$ cat src/rtl/ex_stage_pkg.sv
// Shared ISA/CPU constants and types for the EX stage and its multiply/divide unit.
package ex_stage_pkg;

   localparam int WORD_DATA_W = 32;
   localparam int WORD_ADDR_W = 30;
   localparam int REG_ADDR_W  = 5;
   localparam int ALU_OP_W    = 4;
   localparam int MEM_OP_W    = 2;
   localparam int CTRL_OP_W   = 2;
   localparam int ISA_EXP_W   = 3;
   localparam int MD_ITER     = 32;

   localparam logic [ALU_OP_W-1:0] ALU_OP_NOP  = 4'h0;
   localparam logic [ALU_OP_W-1:0] ALU_OP_AND  = 4'h1;
   localparam logic [ALU_OP_W-1:0] ALU_OP_OR   = 4'h2;
   localparam logic [ALU_OP_W-1:0] ALU_OP_XOR  = 4'h3;
   localparam logic [ALU_OP_W-1:0] ALU_OP_ADDS = 4'h4;
   localparam logic [ALU_OP_W-1:0] ALU_OP_ADDU = 4'h5;
   localparam logic [ALU_OP_W-1:0] ALU_OP_SUBS = 4'h6;
   localparam logic [ALU_OP_W-1:0] ALU_OP_SUBU = 4'h7;
   localparam logic [ALU_OP_W-1:0] ALU_OP_SHRL = 4'h8;
   localparam logic [ALU_OP_W-1:0] ALU_OP_SHLL = 4'h9;
   localparam logic [ALU_OP_W-1:0] ALU_OP_MUL  = 4'hA;
   localparam logic [ALU_OP_W-1:0] ALU_OP_DIVU = 4'hB;
   localparam logic [ALU_OP_W-1:0] ALU_OP_REMU = 4'hC;

   localparam logic [MEM_OP_W-1:0]  MEM_OP_NOP       = 2'h0;
   localparam logic [CTRL_OP_W-1:0] CTRL_OP_NOP      = 2'h0;
   localparam logic [ISA_EXP_W-1:0] ISA_EXP_NO_EXP   = 3'h0;
   localparam logic [ISA_EXP_W-1:0] ISA_EXP_OVERFLOW = 3'h3;

   typedef enum logic [1:0] {
      MD_STATE_IDLE = 2'h0,
      MD_STATE_RUN  = 2'h1,
      MD_STATE_DONE = 2'h2
   } md_state_t;

   typedef struct packed {
      logic [WORD_ADDR_W-1:0] pc;
      logic                   en;
      logic                   br_flag;
      logic [MEM_OP_W-1:0]    mem_op;
      logic [WORD_DATA_W-1:0] mem_wr_data;
      logic [CTRL_OP_W-1:0]   ctrl_op;
      logic [REG_ADDR_W-1:0]  dst_addr;
      logic                   gpr_we_;
      logic [ISA_EXP_W-1:0]   exp_code;
      logic [WORD_DATA_W-1:0] out;
   } ex_bundle_t;

   localparam ex_bundle_t EX_BUNDLE_RST = '{
      pc:          '0,
      en:          1'b0,
      br_flag:     1'b0,
      mem_op:      MEM_OP_NOP,
      mem_wr_data: '0,
      ctrl_op:     CTRL_OP_NOP,
      dst_addr:    '0,
      gpr_we_:     1'b1,
      exp_code:    ISA_EXP_NO_EXP,
      out:         '0
   };

   function automatic logic is_md_op(input logic [ALU_OP_W-1:0] op);
      return (op == ALU_OP_MUL) || (op == ALU_OP_DIVU) || (op == ALU_OP_REMU);
   endfunction

endpackage

$ cat src/rtl/ex_muldiv.sv
// Iterative unsigned multiply / divide unit: one result bit per cycle,
// shift-add multiply (low word) and restoring division (quotient or remainder).
module ex_muldiv
   import ex_stage_pkg::*;
#(
   parameter int ITER = MD_ITER
) (
   input  logic                   clk,
   input  logic                   reset,
   input  logic                   start,
   input  logic [ALU_OP_W-1:0]    op,
   input  logic [WORD_DATA_W-1:0] in_0,
   input  logic [WORD_DATA_W-1:0] in_1,
   input  logic                   abort,
   input  logic                   hold,
   output logic                   busy,
   output logic                   done,
   output logic [WORD_DATA_W-1:0] result
);

   localparam int CNT_W = $clog2(ITER);

   md_state_t               state_reg, state_next;
   logic [CNT_W-1:0]        cnt_reg, cnt_next;
   logic [ALU_OP_W-1:0]     op_reg, op_next;
   // acc: product accumulator / partial remainder
   // sft: multiplier (shifted right) / dividend-becoming-quotient (shifted left)
   // opd: multiplicand (shifted left) / divisor
   logic [WORD_DATA_W-1:0]  acc_reg, acc_next;
   logic [WORD_DATA_W-1:0]  sft_reg, sft_next;
   logic [WORD_DATA_W-1:0]  opd_reg, opd_next;
   logic [WORD_DATA_W:0]    trial;

   // The partial remainder is always below the divisor, so bit 32 is a clean borrow flag.
   assign trial = {acc_reg, sft_reg[WORD_DATA_W-1]} - {1'b0, opd_reg};

   always_comb begin
      state_next = state_reg;
      cnt_next   = cnt_reg;
      op_next    = op_reg;
      acc_next   = acc_reg;
      sft_next   = sft_reg;
      opd_next   = opd_reg;
      busy       = 1'b0;
      done       = 1'b0;
      case (state_reg)
         MD_STATE_IDLE: begin
            if (start) begin
               busy       = 1'b1;
               state_next = MD_STATE_RUN;
               cnt_next   = '0;
               op_next    = op;
               acc_next   = '0;
               if (op == ALU_OP_MUL) begin
                  sft_next = in_1;
                  opd_next = in_0;
               end else begin
                  sft_next = in_0;
                  opd_next = in_1;
               end
            end
         end
         MD_STATE_RUN: begin
            busy     = 1'b1;
            cnt_next = cnt_reg + CNT_W'(1);
            if (op_reg == ALU_OP_MUL) begin
               if (sft_reg[0]) begin
                  acc_next = acc_reg + opd_reg;
               end
               opd_next = opd_reg << 1;
               sft_next = sft_reg >> 1;
            end else if (!trial[WORD_DATA_W]) begin
               acc_next = trial[WORD_DATA_W-1:0];
               sft_next = {sft_reg[WORD_DATA_W-2:0], 1'b1};
            end else begin
               acc_next = {acc_reg[WORD_DATA_W-2:0], sft_reg[WORD_DATA_W-1]};
               sft_next = {sft_reg[WORD_DATA_W-2:0], 1'b0};
            end
            if (abort) begin
               state_next = MD_STATE_IDLE;
            end else if (cnt_reg == CNT_W'(ITER - 1)) begin
               state_next = MD_STATE_DONE;
            end
         end
         MD_STATE_DONE: begin
            done = 1'b1;
            if (abort || !hold) begin
               state_next = MD_STATE_IDLE;
            end
         end
         default: state_next = MD_STATE_IDLE;
      endcase
   end

   assign result = (op_reg == ALU_OP_DIVU) ? sft_reg : acc_reg;

   always_ff @(posedge clk) begin
      if (reset) begin
         state_reg <= MD_STATE_IDLE;
         cnt_reg   <= '0;
         op_reg    <= ALU_OP_NOP;
         acc_reg   <= '0;
         sft_reg   <= '0;
         opd_reg   <= '0;
      end else begin
         state_reg <= state_next;
         cnt_reg   <= cnt_next;
         op_reg    <= op_next;
         acc_reg   <= acc_next;
         sft_reg   <= sft_next;
         opd_reg   <= opd_next;
      end
   end

endmodule

$ cat src/rtl/ex_stage.sv
// EX pipeline stage: single-cycle ALU with overflow detection, iterative
// multiply/divide with stall request, and the EX/MEM pipeline register.
module ex_stage
   import ex_stage_pkg::*;
#(
   parameter int MD_ITER = 32
) (
   input  logic                   clk,
   input  logic                   reset,
   input  logic                   stall,
   input  logic                   flush,
   input  logic [WORD_ADDR_W-1:0] id_pc,
   input  logic                   id_en,
   input  logic [ALU_OP_W-1:0]    id_alu_op,
   input  logic [WORD_DATA_W-1:0] id_alu_in_0,
   input  logic [WORD_DATA_W-1:0] id_alu_in_1,
   input  logic                   id_br_flag,
   input  logic [MEM_OP_W-1:0]    id_mem_op,
   input  logic [WORD_DATA_W-1:0] id_mem_wr_data,
   input  logic [CTRL_OP_W-1:0]   id_ctrl_op,
   input  logic [REG_ADDR_W-1:0]  id_dst_addr,
   input  logic                   id_gpr_we_,
   input  logic [ISA_EXP_W-1:0]   id_exp_code,
   output logic                   md_busy,
   output logic [WORD_DATA_W-1:0] fwd_data,
   output logic [WORD_ADDR_W-1:0] ex_pc,
   output logic                   ex_en,
   output logic                   ex_br_flag,
   output logic [MEM_OP_W-1:0]    ex_mem_op,
   output logic [WORD_DATA_W-1:0] ex_mem_wr_data,
   output logic [CTRL_OP_W-1:0]   ex_ctrl_op,
   output logic [REG_ADDR_W-1:0]  ex_dst_addr,
   output logic                   ex_gpr_we_,
   output logic [ISA_EXP_W-1:0]   ex_exp_code,
   output logic [WORD_DATA_W-1:0] ex_out
);

   logic [WORD_DATA_W-1:0] alu_result;
   logic [WORD_DATA_W-1:0] sum;
   logic [WORD_DATA_W-1:0] diff;
   logic                   alu_ovf;
   logic                   ovf_taken;
   logic                   is_md;
   logic                   md_start;
   logic                   md_abort;
   logic                   md_busy_raw;
   logic                   md_done;
   logic [WORD_DATA_W-1:0] md_result;
   ex_bundle_t             ex_reg, ex_next;

   assign sum  = id_alu_in_0 + id_alu_in_1;
   assign diff = id_alu_in_0 - id_alu_in_1;

   always_comb begin
      alu_result = '0;
      alu_ovf    = 1'b0;
      case (id_alu_op)
         ALU_OP_AND:  alu_result = id_alu_in_0 & id_alu_in_1;
         ALU_OP_OR:   alu_result = id_alu_in_0 | id_alu_in_1;
         ALU_OP_XOR:  alu_result = id_alu_in_0 ^ id_alu_in_1;
         ALU_OP_ADDU: alu_result = sum;
         ALU_OP_SUBU: alu_result = diff;
         ALU_OP_SHRL: alu_result = id_alu_in_0 >> id_alu_in_1[4:0];
         ALU_OP_SHLL: alu_result = id_alu_in_0 << id_alu_in_1[4:0];
         ALU_OP_ADDS: begin
            alu_result = sum;
            alu_ovf    = (id_alu_in_0[31] == id_alu_in_1[31]) && (sum[31] != id_alu_in_0[31]);
         end
         ALU_OP_SUBS: begin
            alu_result = diff;
            alu_ovf    = (id_alu_in_0[31] != id_alu_in_1[31]) && (diff[31] != id_alu_in_0[31]);
         end
         default: alu_result = '0;
      endcase
   end

   assign is_md    = is_md_op(id_alu_op);
   assign md_start = id_en && is_md && !flush;
   // A flush arriving during a stall is dropped, so the unit must not abort either.
   assign md_abort = flush && !stall;

   ex_muldiv #(
      .ITER   (MD_ITER)
   ) u_muldiv (
      .clk    (clk),
      .reset  (reset),
      .start  (md_start),
      .op     (id_alu_op),
      .in_0   (id_alu_in_0),
      .in_1   (id_alu_in_1),
      .abort  (md_abort),
      .hold   (stall),
      .busy   (md_busy_raw),
      .done   (md_done),
      .result (md_result)
   );

   assign md_busy  = id_en && md_busy_raw;
   assign fwd_data = is_md ? (md_done ? md_result : '0) : alu_result;

   // Overflow only replaces a clean exception code of a valid instruction.
   assign ovf_taken = alu_ovf && id_en && (id_exp_code == ISA_EXP_NO_EXP);

   always_comb begin
      ex_next             = EX_BUNDLE_RST;
      ex_next.pc          = id_pc;
      ex_next.en          = id_en;
      ex_next.br_flag     = id_br_flag;
      ex_next.mem_op      = ovf_taken ? MEM_OP_NOP : id_mem_op;
      ex_next.mem_wr_data = id_mem_wr_data;
      ex_next.ctrl_op     = id_ctrl_op;
      ex_next.dst_addr    = id_dst_addr;
      ex_next.gpr_we_     = ovf_taken ? 1'b1 : id_gpr_we_;
      ex_next.exp_code    = ovf_taken ? ISA_EXP_OVERFLOW : id_exp_code;
      ex_next.out         = fwd_data;
   end

   always_ff @(posedge clk) begin
      if (reset) begin
         ex_reg <= EX_BUNDLE_RST;
      end else if (!stall) begin
         if (flush || md_busy) begin
            ex_reg <= EX_BUNDLE_RST;
         end else begin
            ex_reg <= ex_next;
         end
      end
   end

   assign ex_pc          = ex_reg.pc;
   assign ex_en          = ex_reg.en;
   assign ex_br_flag     = ex_reg.br_flag;
   assign ex_mem_op      = ex_reg.mem_op;
   assign ex_mem_wr_data = ex_reg.mem_wr_data;
   assign ex_ctrl_op     = ex_reg.ctrl_op;
   assign ex_dst_addr    = ex_reg.dst_addr;
   assign ex_gpr_we_     = ex_reg.gpr_we_;
   assign ex_exp_code    = ex_reg.exp_code;
   assign ex_out         = ex_reg.out;

endmodule

$ cat config.mk
export PLATFORM = sky130hd
export DESIGN_NAME = ex_stage
export DESIGN_NICKNAME = d
export VERILOG_FILES = /design/src/rtl/ex_stage_pkg.sv /design/src/rtl/ex_muldiv.sv /design/src/rtl/ex_stage.sv
export SDC_FILE = /design/constraint.sdc
export NUM_CORES = 1
export LEC_CHECK = 0
export CAP_MARGIN = 20
export CORE_UTILIZATION = 55
export DETAILED_ROUTE_END_ITERATION = 12
export PLACE_DENSITY = 0.8
export SLEW_MARGIN = 20
export SYNTH_ARGS = -nofsm -noshare
export SYNTH_HDL_FRONTEND = slang
export SYNTH_SLANG_ARGS = --single-unit
$ cat constraint.sdc
create_clock -name clk -period 8.65 [get_ports clk]
set_input_delay 1.73 -clock clk [delete_from_list [all_inputs] [get_ports clk]]
set_output_delay 1.73 -clock clk [all_outputs]
set_load 0.02 [all_outputs]
==> results.py <==
metrics = {
    "status": {
        "status": "finished, final reports clean",
    },
    "clock_tree": {
        "cts.htree.levels": 1,
        "cts_buffer_depth": 3,
        "postCtsSetupBuffers": 0,
        "clkLatencyLatePin_ns": 0.57,
        "cts_resized": 0,
        "holdBufCountCts": 0,
        "cts_buffers": 25,
        "cts.sinks": 216,
        "root_buffer": "clkbuf_16",
        "path_clk_slew_ns": 0.06,
        "cts_tree": "built",
    },
    "detailed_routing": {
        "vias_per_cell": 6.89,
        "drt_iter0_markers": 3870,
        "antenna_left": 0,
        "drt-total-wl_um": 90200,
        "first_pass_iters": 10,
        "drc": 0,
        "dr_total_vias": 24147,
        "drt-wirelength-per-cell_um": 25.7,
    },
    "sta": {
        "finClkSkew_ns": 0.0256,
        "tns_ns": 0,
        "finalMaxSlewViolations": 0,
        "hold_viol_final": 0,
        "rsz0062_at_grt": "false",
        "slew_headroom_pct": 24.1,
        "finalCritPeriodShare_pct": 92.0,
        "final.min_clock_period_ns": 7.96,
        "clock.fmax_mhz": 126,
        "worst_pin_slew_ns": 1.14,
        "setup_viol": 0,
    },
    "yosys": {
        "synth.avg_cell_area_sq_um": 7.48,
        "async_flop_share_pct": 0,
        "synthMuxAreaShare_pct": 10.3,
        "seq_area_frac_synth_pct": 20.3,
        "synth_top_family_by_area": "compound AO/OA/AOI/OAI gates",
        "yosysWarnings": 0,
        "syn_nets": 3168,
        "synth-simple-area-share_pct": 17.6,
        "synth_compound_gate_area_share_pct": 31.4,
        "yosys.area_share.adder_pct": 10.3,
        "syn-cell-area_sq_um": 21300,
        "synthDistinctLibCells": 87,
        "synthFlopType": "dfxtp_1",
        "syn_inst": 2846,
        "synth_seq_cells": 216,
        "synth_edf_count": 0,
        "synth-xor-area-share_pct": 3.16,
    },
    "place": {
        "dpl.cell_count": 3460,
        "place_congestion": 1.10,
        "portBuffers": 290,
        "dp_hpwl_um": 68000,
    },
    "cells_and_area": {
        "final_layout_size_suffix_gt1_share_pct": 6.48,
        "fin_cells": 3507,
        "num-nets-final": 3298,
        "area_growth_pct": 18.5,
    },
    "setup_path": {
        "critPathLaunchType": "input pin",
        "path_class": "input pin to primary output",
        "cp_cell_sequence": "clkdlybuf4s50_1 -> inv_1 -> ha_1 -> nor2b_1 -> o31a_1 -> o221ai_1 -> a211oi_1 -> o32a_1 -> a22o_1 -> a31oi_1 -> xor2_1 -> o221ai_1 -> clkdlybuf4s50_1",
        "cp_slowest_cell": "clkdlybuf4s50_1",
        "cp_data_arrival_time_ns": 6.23,
        "cp_max_fo": 10,
        "crit_required_ns": 6.92,
        "path_buf_inv": 3,
        "path_delay_family": "compound AO/OA/AOI/OAI gates",
        "slowest_delay_ns": 0.73,
        "endpoint_kind": "primary output",
    },
    "grt": {
        "antenna_found_initial": 8,
        "grt_usage_pct": 43.8,
        "grt_pass1_vias": 21956,
        "grt_pass1_wl_um": 132000,
        "grt_max_degree": 111,
        "grt.overflow.total": 0,
    },
    "pwr": {
        "power.total_mw": 3.48,
        "max-vdd-ir-drop_uv": 377,
        "power.leakage_nw": 9.70,
        "powerDensity_nw_per_um2": 138,
    },
    "floorplan": {
        "rows": 71,
        "die_area_sq_um": 39500,
        "die_h_um": 199,
        "fp.coreArea_sq_um": 37800,
        "die_w_um": 199,
        "start_util_pct": 56.2,
        "io_pins": 291,
    },
    "hold_path": {
        "hp-class": "flop to flop",
    },
    "flow_run": {
        "cap_violations": 0,
    },
}
==> synth_stat cells (all sizes together) (15+ instances only) <==
cell,count,share of area [%]
a211oi,71,2.5
a21o,43,1.5
a21oi,220,5.2
a221o,15,0.71
a221oi,29,1.2
a22oi,103,3.6
a311oi,39,1.6
a31oi,25,0.73
buf,45,1.0
clkbuf,184,3.2
dfxtp,216,20
ha,169,9.9
inv,153,2.7
mux2i,99,4.7
mux4,49,5.2
nand2,308,5.4
nand2b,16,0.47
nand3,41,0.96
nand4,15,0.44
nor2,346,6.1
nor2b,21,0.62
nor3,48,1.2
o211ai,85,3.0
o21a,25,0.88
o21ai,158,3.8
o21bai,20,0.72
o221ai,15,0.68
or3,17,0.50
xnor2,51,2.1
xor2,25,1.1
==> power breakdown <==
part	total (mW)	switching [mW]	internal (mW)	leakage [nW]
registers	1.05	0.0278	1.03	1.75
clock network	1.19	0.476	0.715	0.451
logic	1.23	0.759	0.473	7.50
total	3.48	1.26	2.21	9.70
==> layout by cell type, fill, tap and decap left out, types with 38 or more instances in the layout <==
| cell type | n |
|---|---|
| mux4_2 | 49 |
| o211ai_1 | 85 |
| xnor2_1 | 51 |
| o21ai_0 | 147 |
| a311oi_1 | 38 |
| nand2_1 | 308 |
| nor2_1 | 344 |
| mux2i_1 | 99 |
| a211oi_1 | 70 |
| nand3_1 | 41 |
| clkdlybuf4s50_1 | 285 |
| a21o_1 | 43 |
| dfxtp_1 | 216 |
| ha_1 | 169 |
| nor3_1 | 45 |
| buf_4 | 42 |
| inv_1 | 151 |
| a22oi_1 | 103 |
| a21oi_1 | 218 |
==> worst paths after layout <==
path	startpoint	to	slack (ns)	cells after the start
setup / recovery	id_alu_in_0[2]	fwd_data[26]	0.69	13
hold / removal	ex_gpr_we_	ex_gpr_we_	0.46	2
setup reg to reg	u_muldiv.sft_reg[31]	u_muldiv.acc_reg[1]	4.35	15
hold reg to reg	ex_gpr_we_	ex_gpr_we_	0.46	2
==> through the flow <==
| stage | util (%) | worst slack, ns | instance area (sq um) | hold WS, ns |
|---|---|---|---|---|
| floorplan | - | 1.53 | 21300 | 0.439 |
| global placement | 64.2 | 0.874 | 24300 | 0.433 |
| detailed placement | 64.2 | 0.822 | 24300 | 0.446 |
| CTS | 66.6 | 0.820 | 25200 | 0.457 |
| global route | 66.6 | 0.453 | 25200 | 0.486 |
| finish | 66.6 | 0.693 | 25200 | 0.459 |
==> tightest hold or removal path, cell delays in order (launching register included) <==
cell and delay [ns]:
dfxtp_1 0.32, inv_1 0.05, a32oi_1 0.05
==> cell families after synthesis <==
kind of cell,count (synthesis)
xor gates and xnor gates,76
DFF,216
and+or+nand+nor,870
adders and majority gates,173
muxes,156
buffers and inverters,383
AOI/OAI and AO/OA,972
==> metal layers <==
layer	vias up	GRT usage [%]	routed length (um)
li1	10713	-	-
met1	11390	57.1	35100
met2	1709	65.2	38200
met3	323	14.2	11900
met4	12	20.0	4780
met5	-	1.92	158
==> final cells by class <==
| class | instances | area [sq um] |
|---|---|---|
| sequential | 216 | 4320 |
| fill | 3179 | 12600 |
| antenna | 1 | 2.50 |
| clock inverter | 17 | 250 |
| inverter | 154 | 578 |
| clock buffer | 29 | 671 |
| timing repair buffer | 332 | 3210 |
| multi-input combinational | 2247 | 15500 |
| tap | 511 | 639 |
Note: power is estimated with default switching activity, not from simulation.
